===== config.mk =====
export PLATFORM = sky130hd
export DESIGN_NAME = sim_run_controller_flat
export DESIGN_NICKNAME = d
export VERILOG_FILES = /design/src/rtl/sim_run_if.sv /design/src/rtl/sim_run_controller.sv /design/src/flat_wrapper.sv
export SDC_FILE = /design/constraint.sdc
export NUM_CORES = 1
export LEC_CHECK = 0
export BUFFER_PORTS_ARGS = -buffer_cell sky130_fd_sc_hd__buf_2
export CELL_PAD_IN_SITES_DETAIL_PLACEMENT = 1
export CELL_PAD_IN_SITES_GLOBAL_PLACEMENT = 2
export CORE_MARGIN = 3
export CORE_UTILIZATION = 30
export DETAILED_ROUTE_END_ITERATION = 12
export PLACE_DENSITY = 0.85
export SYNTH_ARGS = -nofsm -noshare
export SYNTH_HDL_FRONTEND = slang
export SYNTH_SLANG_ARGS = --single-unit

===== constraint.sdc =====
create_clock -name clk -period 3.05 [get_ports clk]
set_input_delay 0.915 -clock clk [delete_from_list [all_inputs] [get_ports clk]]
set_output_delay 0.915 -clock clk [all_outputs]
set_load 0.02 [all_outputs]

===== src/rtl/sim_run_if.sv =====
// Bundle between the run controller and the processor bench: core control,
// commit trace, register-file debug read port, dump stream and result status.
interface sim_run_if #(
  parameter int XLEN     = 32,
  parameter int NUM_REGS = 32
);
  localparam int AW = $clog2(NUM_REGS);

  // Core control
  logic            core_rst;
  logic            core_stall;

  // Commit trace from the core
  logic            commit_valid;
  logic [XLEN-1:0] commit_pc;
  logic [31:0]     commit_instr;

  // Register-file debug read port
  logic [AW-1:0]   rf_rd_addr;
  logic [XLEN-1:0] rf_rd_data;

  // Golden signature
  logic [XLEN-1:0] expected_sig;

  // Dump stream and status
  logic            dump_valid;
  logic [AW-1:0]   dump_idx;
  logic [XLEN-1:0] dump_data;
  logic [XLEN-1:0] signature;
  logic [31:0]     cycle_count;
  logic [31:0]     retired_count;
  logic [1:0]      halt_cause;
  logic            timeout;
  logic            done;
  logic            pass;

  // Controller side
  modport master (
    input  commit_valid, commit_pc, commit_instr, rf_rd_data, expected_sig,
    output core_rst, core_stall, rf_rd_addr, dump_valid, dump_idx, dump_data,
           signature, cycle_count, retired_count, halt_cause, timeout, done, pass
  );

  // Bench / core side
  modport slave (
    output commit_valid, commit_pc, commit_instr, rf_rd_data, expected_sig,
    input  core_rst, core_stall, rf_rd_addr, dump_valid, dump_idx, dump_data,
           signature, cycle_count, retired_count, halt_cause, timeout, done, pass
  );
endinterface


===== src/rtl/sim_run_controller.sv =====
// Run controller for the processor bench: sequences the core reset, watches
// the commit stream for end of test (ebreak, jal-to-self loop or timeout),
// then scans the register file and folds it into a rotate-XOR signature.
module sim_run_controller #(
  parameter int          XLEN         = 32,
  parameter int          NUM_REGS     = 32,
  parameter int          RESET_CYCLES = 4,
  parameter int          MAX_CYCLES   = 1500,
  parameter int          LOOP_THRESH  = 8,
  parameter logic [31:0] HALT_INSTR   = 32'h00100073
) (
  input  logic    clk,
  input  logic    rst,
  sim_run_if.master bus
);

  localparam int AW  = $clog2(NUM_REGS);
  localparam int DCW = $clog2(NUM_REGS + 1);
  localparam int RCW = $clog2(RESET_CYCLES + 1);
  localparam int LCW = $clog2(LOOP_THRESH + 1);

  localparam logic [1:0] CAUSE_NONE    = 2'b00;
  localparam logic [1:0] CAUSE_EBREAK  = 2'b01;
  localparam logic [1:0] CAUSE_LOOP    = 2'b10;
  localparam logic [1:0] CAUSE_TIMEOUT = 2'b11;

  typedef enum logic [1:0] {
    S_RESET_HOLD,
    S_RUN,
    S_DUMP,
    S_DONE
  } state_e;

  state_e          state_q,      state_d;
  logic [RCW-1:0]  rst_cnt_q,    rst_cnt_d;
  logic [31:0]     cycle_q,      cycle_d;
  logic [31:0]     retired_q,    retired_d;
  logic [XLEN-1:0] last_pc_q,    last_pc_d;
  logic [LCW-1:0]  loop_cnt_q,   loop_cnt_d;
  logic [1:0]      cause_q,      cause_d;
  logic            timeout_q,    timeout_d;
  logic [DCW-1:0]  dump_cnt_q,   dump_cnt_d;
  logic            dump_valid_q, dump_valid_d;
  logic [AW-1:0]   dump_idx_q,   dump_idx_d;
  logic [XLEN-1:0] sig_q,        sig_d;
  logic            done_q,       done_d;
  logic            pass_q,       pass_d;

  logic [LCW-1:0]  loop_next;
  logic            hit_instr;
  logic            hit_loop;
  logic            hit_timeout;

  // Next-state and datapath decisions for the whole run sequence
  always_comb begin
    // NOTE: every variable gets a default before the case so no path can
    // leave one unassigned and infer a latch.
    state_d      = state_q;
    rst_cnt_d    = rst_cnt_q;
    cycle_d      = cycle_q;
    retired_d    = retired_q;
    last_pc_d    = last_pc_q;
    loop_cnt_d   = loop_cnt_q;
    cause_d      = cause_q;
    timeout_d    = timeout_q;
    dump_cnt_d   = dump_cnt_q;
    dump_valid_d = 1'b0;
    dump_idx_d   = dump_idx_q;
    sig_d        = sig_q;
    done_d       = done_q;
    pass_d       = pass_q;
    loop_next    = LCW'(1);
    hit_instr    = 1'b0;
    hit_loop     = 1'b0;
    hit_timeout  = 1'b0;

    unique case (state_q)
      S_RESET_HOLD: begin
        if (rst_cnt_q == RCW'(RESET_CYCLES - 1)) begin
          state_d = S_RUN;
        end else begin
          rst_cnt_d = rst_cnt_q + RCW'(1);
        end
      end

      S_RUN: begin
        if (cycle_q != '1) cycle_d = cycle_q + 32'd1;
        hit_timeout = (cycle_q == 32'(MAX_CYCLES - 1));

        if (bus.commit_valid) begin
          if (retired_q != '1) retired_d = retired_q + 32'd1;
          // loop_cnt_q==0 means no commit seen since reset
          if ((loop_cnt_q != '0) && (bus.commit_pc == last_pc_q)) begin
            loop_next = loop_cnt_q + LCW'(1);
          end
          loop_cnt_d = loop_next;
          last_pc_d  = bus.commit_pc;
          hit_instr  = (bus.commit_instr == HALT_INSTR);
          hit_loop   = (loop_next == LCW'(LOOP_THRESH));
        end

        if (hit_instr) begin
          cause_d = CAUSE_EBREAK;
        end else if (hit_loop) begin
          cause_d = CAUSE_LOOP;
        end else if (hit_timeout) begin
          cause_d   = CAUSE_TIMEOUT;
          timeout_d = 1'b1;
        end

        if (hit_instr || hit_loop || hit_timeout) state_d = S_DUMP;
      end

      S_DUMP: begin
        // Read data for the address issued last cycle arrives now
        if (dump_valid_q) begin
          sig_d = {sig_q[XLEN-2:0], sig_q[XLEN-1]} ^ bus.rf_rd_data;
        end
        if (dump_cnt_q < DCW'(NUM_REGS)) begin
          dump_valid_d = 1'b1;
          dump_idx_d   = dump_cnt_q[AW-1:0];
          dump_cnt_d   = dump_cnt_q + DCW'(1);
        end else begin
          state_d = S_DONE;
          done_d  = 1'b1;
          pass_d  = (sig_d == bus.expected_sig) && (cause_q != CAUSE_TIMEOUT);
        end
      end

      S_DONE: begin
        // Result is held until the next reset
      end

      default: state_d = S_RESET_HOLD;
    endcase
  end

  // State and status registers, cleared asynchronously on rst
  always_ff @(posedge clk or negedge rst) begin
    if (!rst) begin
      state_q      <= S_RESET_HOLD;
      rst_cnt_q    <= '0;
      cycle_q      <= '0;
      retired_q    <= '0;
      last_pc_q    <= '0;
      loop_cnt_q   <= '0;
      cause_q      <= CAUSE_NONE;
      timeout_q    <= 1'b0;
      dump_cnt_q   <= '0;
      dump_valid_q <= 1'b0;
      dump_idx_q   <= '0;
      sig_q        <= '0;
      done_q       <= 1'b0;
      pass_q       <= 1'b0;
    end else begin
      // NOTE: non-blocking updates so every register samples the values from
      // before this edge regardless of statement order.
      state_q      <= state_d;
      rst_cnt_q    <= rst_cnt_d;
      cycle_q      <= cycle_d;
      retired_q    <= retired_d;
      last_pc_q    <= last_pc_d;
      loop_cnt_q   <= loop_cnt_d;
      cause_q      <= cause_d;
      timeout_q    <= timeout_d;
      dump_cnt_q   <= dump_cnt_d;
      dump_valid_q <= dump_valid_d;
      dump_idx_q   <= dump_idx_d;
      sig_q        <= sig_d;
      done_q       <= done_d;
      pass_q       <= pass_d;
    end
  end

  assign bus.core_rst      = (state_q != S_RESET_HOLD);
  assign bus.core_stall    = (state_q == S_DUMP) || (state_q == S_DONE);
  assign bus.rf_rd_addr    = dump_cnt_q[AW-1:0];
  assign bus.dump_valid    = dump_valid_q;
  assign bus.dump_idx      = dump_idx_q;
  assign bus.dump_data     = dump_valid_q ? bus.rf_rd_data : '0;
  assign bus.signature     = sig_q;
  assign bus.cycle_count   = cycle_q;
  assign bus.retired_count = retired_q;
  assign bus.halt_cause    = cause_q;
  assign bus.timeout       = timeout_q;
  assign bus.done          = done_q;
  assign bus.pass          = pass_q;

endmodule


===== src/flat_wrapper.sv =====
// flat-port wrapper written by rule: the top's interface ports become plain ports
module sim_run_controller_flat 
#(
  parameter int          XLEN         = 32,
  parameter int          NUM_REGS     = 32,
  parameter int          RESET_CYCLES = 4,
  parameter int          MAX_CYCLES   = 1500,
  parameter int          LOOP_THRESH  = 8,
  parameter logic [31:0] HALT_INSTR   = 32'h00100073
)
  (clk, rst, bus_commit_valid, bus_commit_pc, bus_commit_instr, bus_rf_rd_data, bus_expected_sig, bus_core_rst, bus_core_stall, bus_rf_rd_addr, bus_dump_valid, bus_dump_idx, bus_dump_data, bus_signature, bus_cycle_count, bus_retired_count, bus_halt_cause, bus_timeout, bus_done, bus_pass);
  sim_run_if #(.XLEN(XLEN), .NUM_REGS(NUM_REGS)) bus_i ();
  input  logic clk;
  input  logic rst;
  input wire logic [$bits(bus_i.commit_valid)-1:0] bus_commit_valid;
  input wire logic [$bits(bus_i.commit_pc)-1:0] bus_commit_pc;
  input wire logic [$bits(bus_i.commit_instr)-1:0] bus_commit_instr;
  input wire logic [$bits(bus_i.rf_rd_data)-1:0] bus_rf_rd_data;
  input wire logic [$bits(bus_i.expected_sig)-1:0] bus_expected_sig;
  output wire logic [$bits(bus_i.core_rst)-1:0] bus_core_rst;
  output wire logic [$bits(bus_i.core_stall)-1:0] bus_core_stall;
  output wire logic [$bits(bus_i.rf_rd_addr)-1:0] bus_rf_rd_addr;
  output wire logic [$bits(bus_i.dump_valid)-1:0] bus_dump_valid;
  output wire logic [$bits(bus_i.dump_idx)-1:0] bus_dump_idx;
  output wire logic [$bits(bus_i.dump_data)-1:0] bus_dump_data;
  output wire logic [$bits(bus_i.signature)-1:0] bus_signature;
  output wire logic [$bits(bus_i.cycle_count)-1:0] bus_cycle_count;
  output wire logic [$bits(bus_i.retired_count)-1:0] bus_retired_count;
  output wire logic [$bits(bus_i.halt_cause)-1:0] bus_halt_cause;
  output wire logic [$bits(bus_i.timeout)-1:0] bus_timeout;
  output wire logic [$bits(bus_i.done)-1:0] bus_done;
  output wire logic [$bits(bus_i.pass)-1:0] bus_pass;
  assign bus_i.commit_valid = bus_commit_valid;
  assign bus_i.commit_pc = bus_commit_pc;
  assign bus_i.commit_instr = bus_commit_instr;
  assign bus_i.rf_rd_data = bus_rf_rd_data;
  assign bus_i.expected_sig = bus_expected_sig;
  assign bus_core_rst = bus_i.core_rst;
  assign bus_core_stall = bus_i.core_stall;
  assign bus_rf_rd_addr = bus_i.rf_rd_addr;
  assign bus_dump_valid = bus_i.dump_valid;
  assign bus_dump_idx = bus_i.dump_idx;
  assign bus_dump_data = bus_i.dump_data;
  assign bus_signature = bus_i.signature;
  assign bus_cycle_count = bus_i.cycle_count;
  assign bus_retired_count = bus_i.retired_count;
  assign bus_halt_cause = bus_i.halt_cause;
  assign bus_timeout = bus_i.timeout;
  assign bus_done = bus_i.done;
  assign bus_pass = bus_i.pass;
  sim_run_controller #(.XLEN(XLEN), .NUM_REGS(NUM_REGS), .RESET_CYCLES(RESET_CYCLES), .MAX_CYCLES(MAX_CYCLES), .LOOP_THRESH(LOOP_THRESH), .HALT_INSTR(HALT_INSTR)) u_core (.clk(clk), .rst(rst), .bus(bus_i));
endmodule

==> metrics.md <==
| Metric | Value |
|---|---|
| # rows | `60` |
| Cells after DPL | `between 1.5k and 2k` |
| Async S/R FF share, synth | `between 90% and 100%` |
| Post-route ant nets | `0` |
| Reg-to-reg setup timing slack | `600 ps` |
| Post-Route WL | `approximately 26 mm` |
| Max-slew violations | `0` |
| Worst reg2reg path endpoint | `u_core.bus.pass$_DFFE_PN0P_` |
| Post-synth top area share | `46.0%` |
| Final Setup Violations | `0` |
| Ys Warns | `0` |
| CTS tree | `done` |
| Layout Nets | `~1.3k` |
| Cts hold-fix bufs | `0` |
| Clk sink count | `154` |
| Number of antenna violations at the first check in global routing | `0` |
| Vias per cell | `~4.8` |
| DR DRC count | `0` |
| Fin. Hold Viols | `0` |
| CP cell instances | `inv_1 -> ha_1 -> or2_2 -> buf_2` |
| Accumulated negative setup slack | `0 ps` |
| P per Cell Area | `approximately 460 nW/um^2` |
| Period utilisation layout | `between 80% and 90%` |
| Post-cts repair resize count | `0` |
| IO Pins | `277` |
| Worst Slack Setup Final | `~500 ps` |
| Clk pin slew, worst setup/hold paths | `approximately 80 ps` |
| Global route overflow | `0` |
| Post-synth top cells | `dfrtp_1, nand2_1, xnor2_1` |
| Reg-to-reg critical path startpoint | `u_core.state_q[0]$_DFFE_PN0P_` |
| Arrival time worst endpoint | `between 1500 and 2000 ps` |
| Setup Skew | `about 12 ps` |
| Vias in the first global route | `between 7k and 8k` |
| Die height | `approximately 170 um` |
| Critical Path RT | `between 2000 and 2500 ps` |
| Netlist cell types | `64` |
| Largest net degree at the start of global routing | `67` |
| PortBufs | `276` |
| Post-synthesis sequential area ratio | `between 40% and 50%` |
| Clock Tree Root | `clkbuf_16` |
| Global-route wire length before repair | `between 40 and 50 mm` |
| Placer Congestion | `~0.84` |
| Layout cells sized above 1 | `28.9%` |
| TritonCTS buffer count | `17` |
| Worst VDD drop | `292 uV` |
| Largest cells by area after synthesis | `dfrtp_1, xnor2_1, nand2_1` |
| Total GRT Usage | `between 10% and 20%` |
| Achievable frequency | `approximately 400 MHz` |
| RSZ-0062 raised after global routing | `false` |
| Min cycle time layout | `2550 ps` |
| Avg WL per Cell | `about 17 um` |
| Non-filler cells, final | `between 1.5k and 2k` |
| Post-CTS Setup Bufs | `0` |
| Crit path max fanout | `5` |
| Syn Nets | `a little over 1k` |
| Critical path class | `reg2out` |
| Crit-path slowest cell | `dfrtp_1` |
| Ys flop type | `dfrtp_1` |
| Worst-Margin Slew | `around 660 ps` |
| Post-Syn Instances | `892` |
| Critical Path Start Type | `flop` |
| Pre-CTS WS | `165 ps` |
| Worst min-delay path category | `in2async` |
| Post-synth EDFFs | `0` |
| FF-to-FF path depth | `7` |
| Routed via count | `between 7k and 8k` |
| Detailed Routing Iterations Pass 1 | `4` |
| CORE AREA | `27200 um^2` |
| Clock tree buffer depth | `2` |
| H-tree levels | `4` |
| Status | `completed` |
| Die Footprint | `between 20000 and 30000 um^2` |
| Drt first-iter violations | `350` |
| ANT cells | `0` |
| Synthesis-stage register bit count | `between 150 and 200` |
| Mapped Area | `approximately 8400 um^2` |
| P_leak | `approximately 0.0053 uW` |
| Slowest stage delay, CP | `approximately 400 ps` |
| Worst-Skew Late Latency | `420 ps` |
| Most instantiated library cell after synthesis | `dfrtp_1` |
| DP HPWL | `between 20 and 25 mm` |
| Maxcap violations | `0` |
| Post-synth top area cell | `dfrtp_1` |
| Layout area overhead | `29.0%` |
| Syn_area_per_cell | `between 9 and 10 um^2` |
| Initial Util | `slightly above 30%` |
| Slew headroom | `about 55%` |
| Crit path capture type | `output port` |
| Die span in x | `173 um` |
## where the power goes
group          internal, uW  leakage, uW  switching (uW)
clock                  1110     0.000287            1030
sequential             2140      0.00186             106
combinational           263      0.00311             369
## layout by cell type, fill, tap and decap left out, drive strengths merged, types with 3 or more instances in the layout
cell type,instances
clkinv,5
a211oi,8
or3,3
or4,3
nor3b,5
inv,38
clkbuf,17
a2111oi,3
nand2,139
o21ai,5
nor2b,3
nand3,25
ha,12
buf,290
mux2,10
and3,7
nor4b,7
nand4,24
nor2,86
dfrtp,154
and2,37
nor3,17
nor4,15
and4,8
o22ai,6
xnor2,107
xor2,51
a21oi,55
nand2b,3
## state kept, by name, indices dropped and copies added, names as in the netlist
register,count
u_core.bus.timeout,1
u_core.bus.signature,32
u_core.last_pc_q,32
u_core.bus.pass,1
u_core.bus.cycle_count,32
u_core.bus.retired_count,32
u_core.bus.halt_cause,2
u_core.loop_cnt_q,4
u_core.dump_cnt_q,6
u_core.bus.dump_idx,5
u_core.state_q,2
u_core.rst_cnt_q,3
u_core.bus.dump_valid,1
u_core.bus.done,1
## worst max-delay path by stage
stage / from / endpoint / cells past startpoint
6_report: u_core.state_q[0]$_DFFE_PN0P_ / bus_core_stall / 4
5_1_grt: u_core.state_q[0]$_DFFE_PN0P_ / bus_core_stall / 4
4_1_cts: u_core.state_q[0]$_DFFE_PN0P_ / bus_core_stall / 4
3_5_place_dp: bus_rf_rd_data[18] / u_core.bus.pass$_DFFE_PN0P_ / 7
3_3_place_gp: bus_rf_rd_data[18] / u_core.bus.pass$_DFFE_PN0P_ / 7
2_1_floorplan: bus_commit_instr[29] / u_core.state_q[1]$_DFFE_PN0P_ / 6
## worst max-delay path: cells and delay by family, from the launching register on
| family | cells | cell delay [ps] |
|---|---|---|
| AND/OR/NAND/NOR | 1 | 300 |
| adder cells (fa/ha/maj) | 1 | 260 |
| buffers and inverters | 2 | 260 |
| flip-flops | 1 | 400 |
## metrics by stage
| stage | cell area [um^2] | hold slack [ps] | power, uW | utilization [%] |
|---|---|---|---|---|
| 3_3_place_gp | 10200 | 446 | 2910 | 37.5 |
| 2_1_floorplan | 8370 | 450 | 2590 | - |
| 3_5_place_dp | 10200 | 452 | 2930 | 37.5 |
| 4_1_cts | 10800 | 457 | 5110 | 39.8 |
| 6_report | 10800 | 429 | 5020 | 39.8 |
| 5_1_grt | 10800 | 465 | 5270 | 39.8 |
## per-layer routing
layer / global-route usage [%] / routed length (um) / vias up
met4: 3.78 / 335 / 0
met1: 21.8 / 11400 / 3620
li1: - / - / 3556
met3: 4.63 / 1580 / 21
met2: 30.4 / 13100 / 212
met5: 0 / 0 / -
## logic make-up (layout without fill, tap and decap cells)
logic type	Yosys count	after routing	synth area share, %
AOI/OAI and AO/OA	101	101	7.70
DFF	154	154	46.0
buffers and inverters	65	352	3.18
adders and majority gates	12	12	1.79
xor gates and xnor gates	160	160	17.1
and+or+nand+nor	389	389	22.8
muxes	11	11	1.46
## area by class of cell
cell class                      count  area, um^2
Clock buffer                       17         425
Clock inverter                     15         174
Fill cell                        3263       16400
Inverter                           30         113
Multi-Input combinational cell    673        4250
Sequential cell                   154        3850
Tap cell                          372         465
Timing Repair Buffer              290        1520
Power figures use the tool's default switching activity.
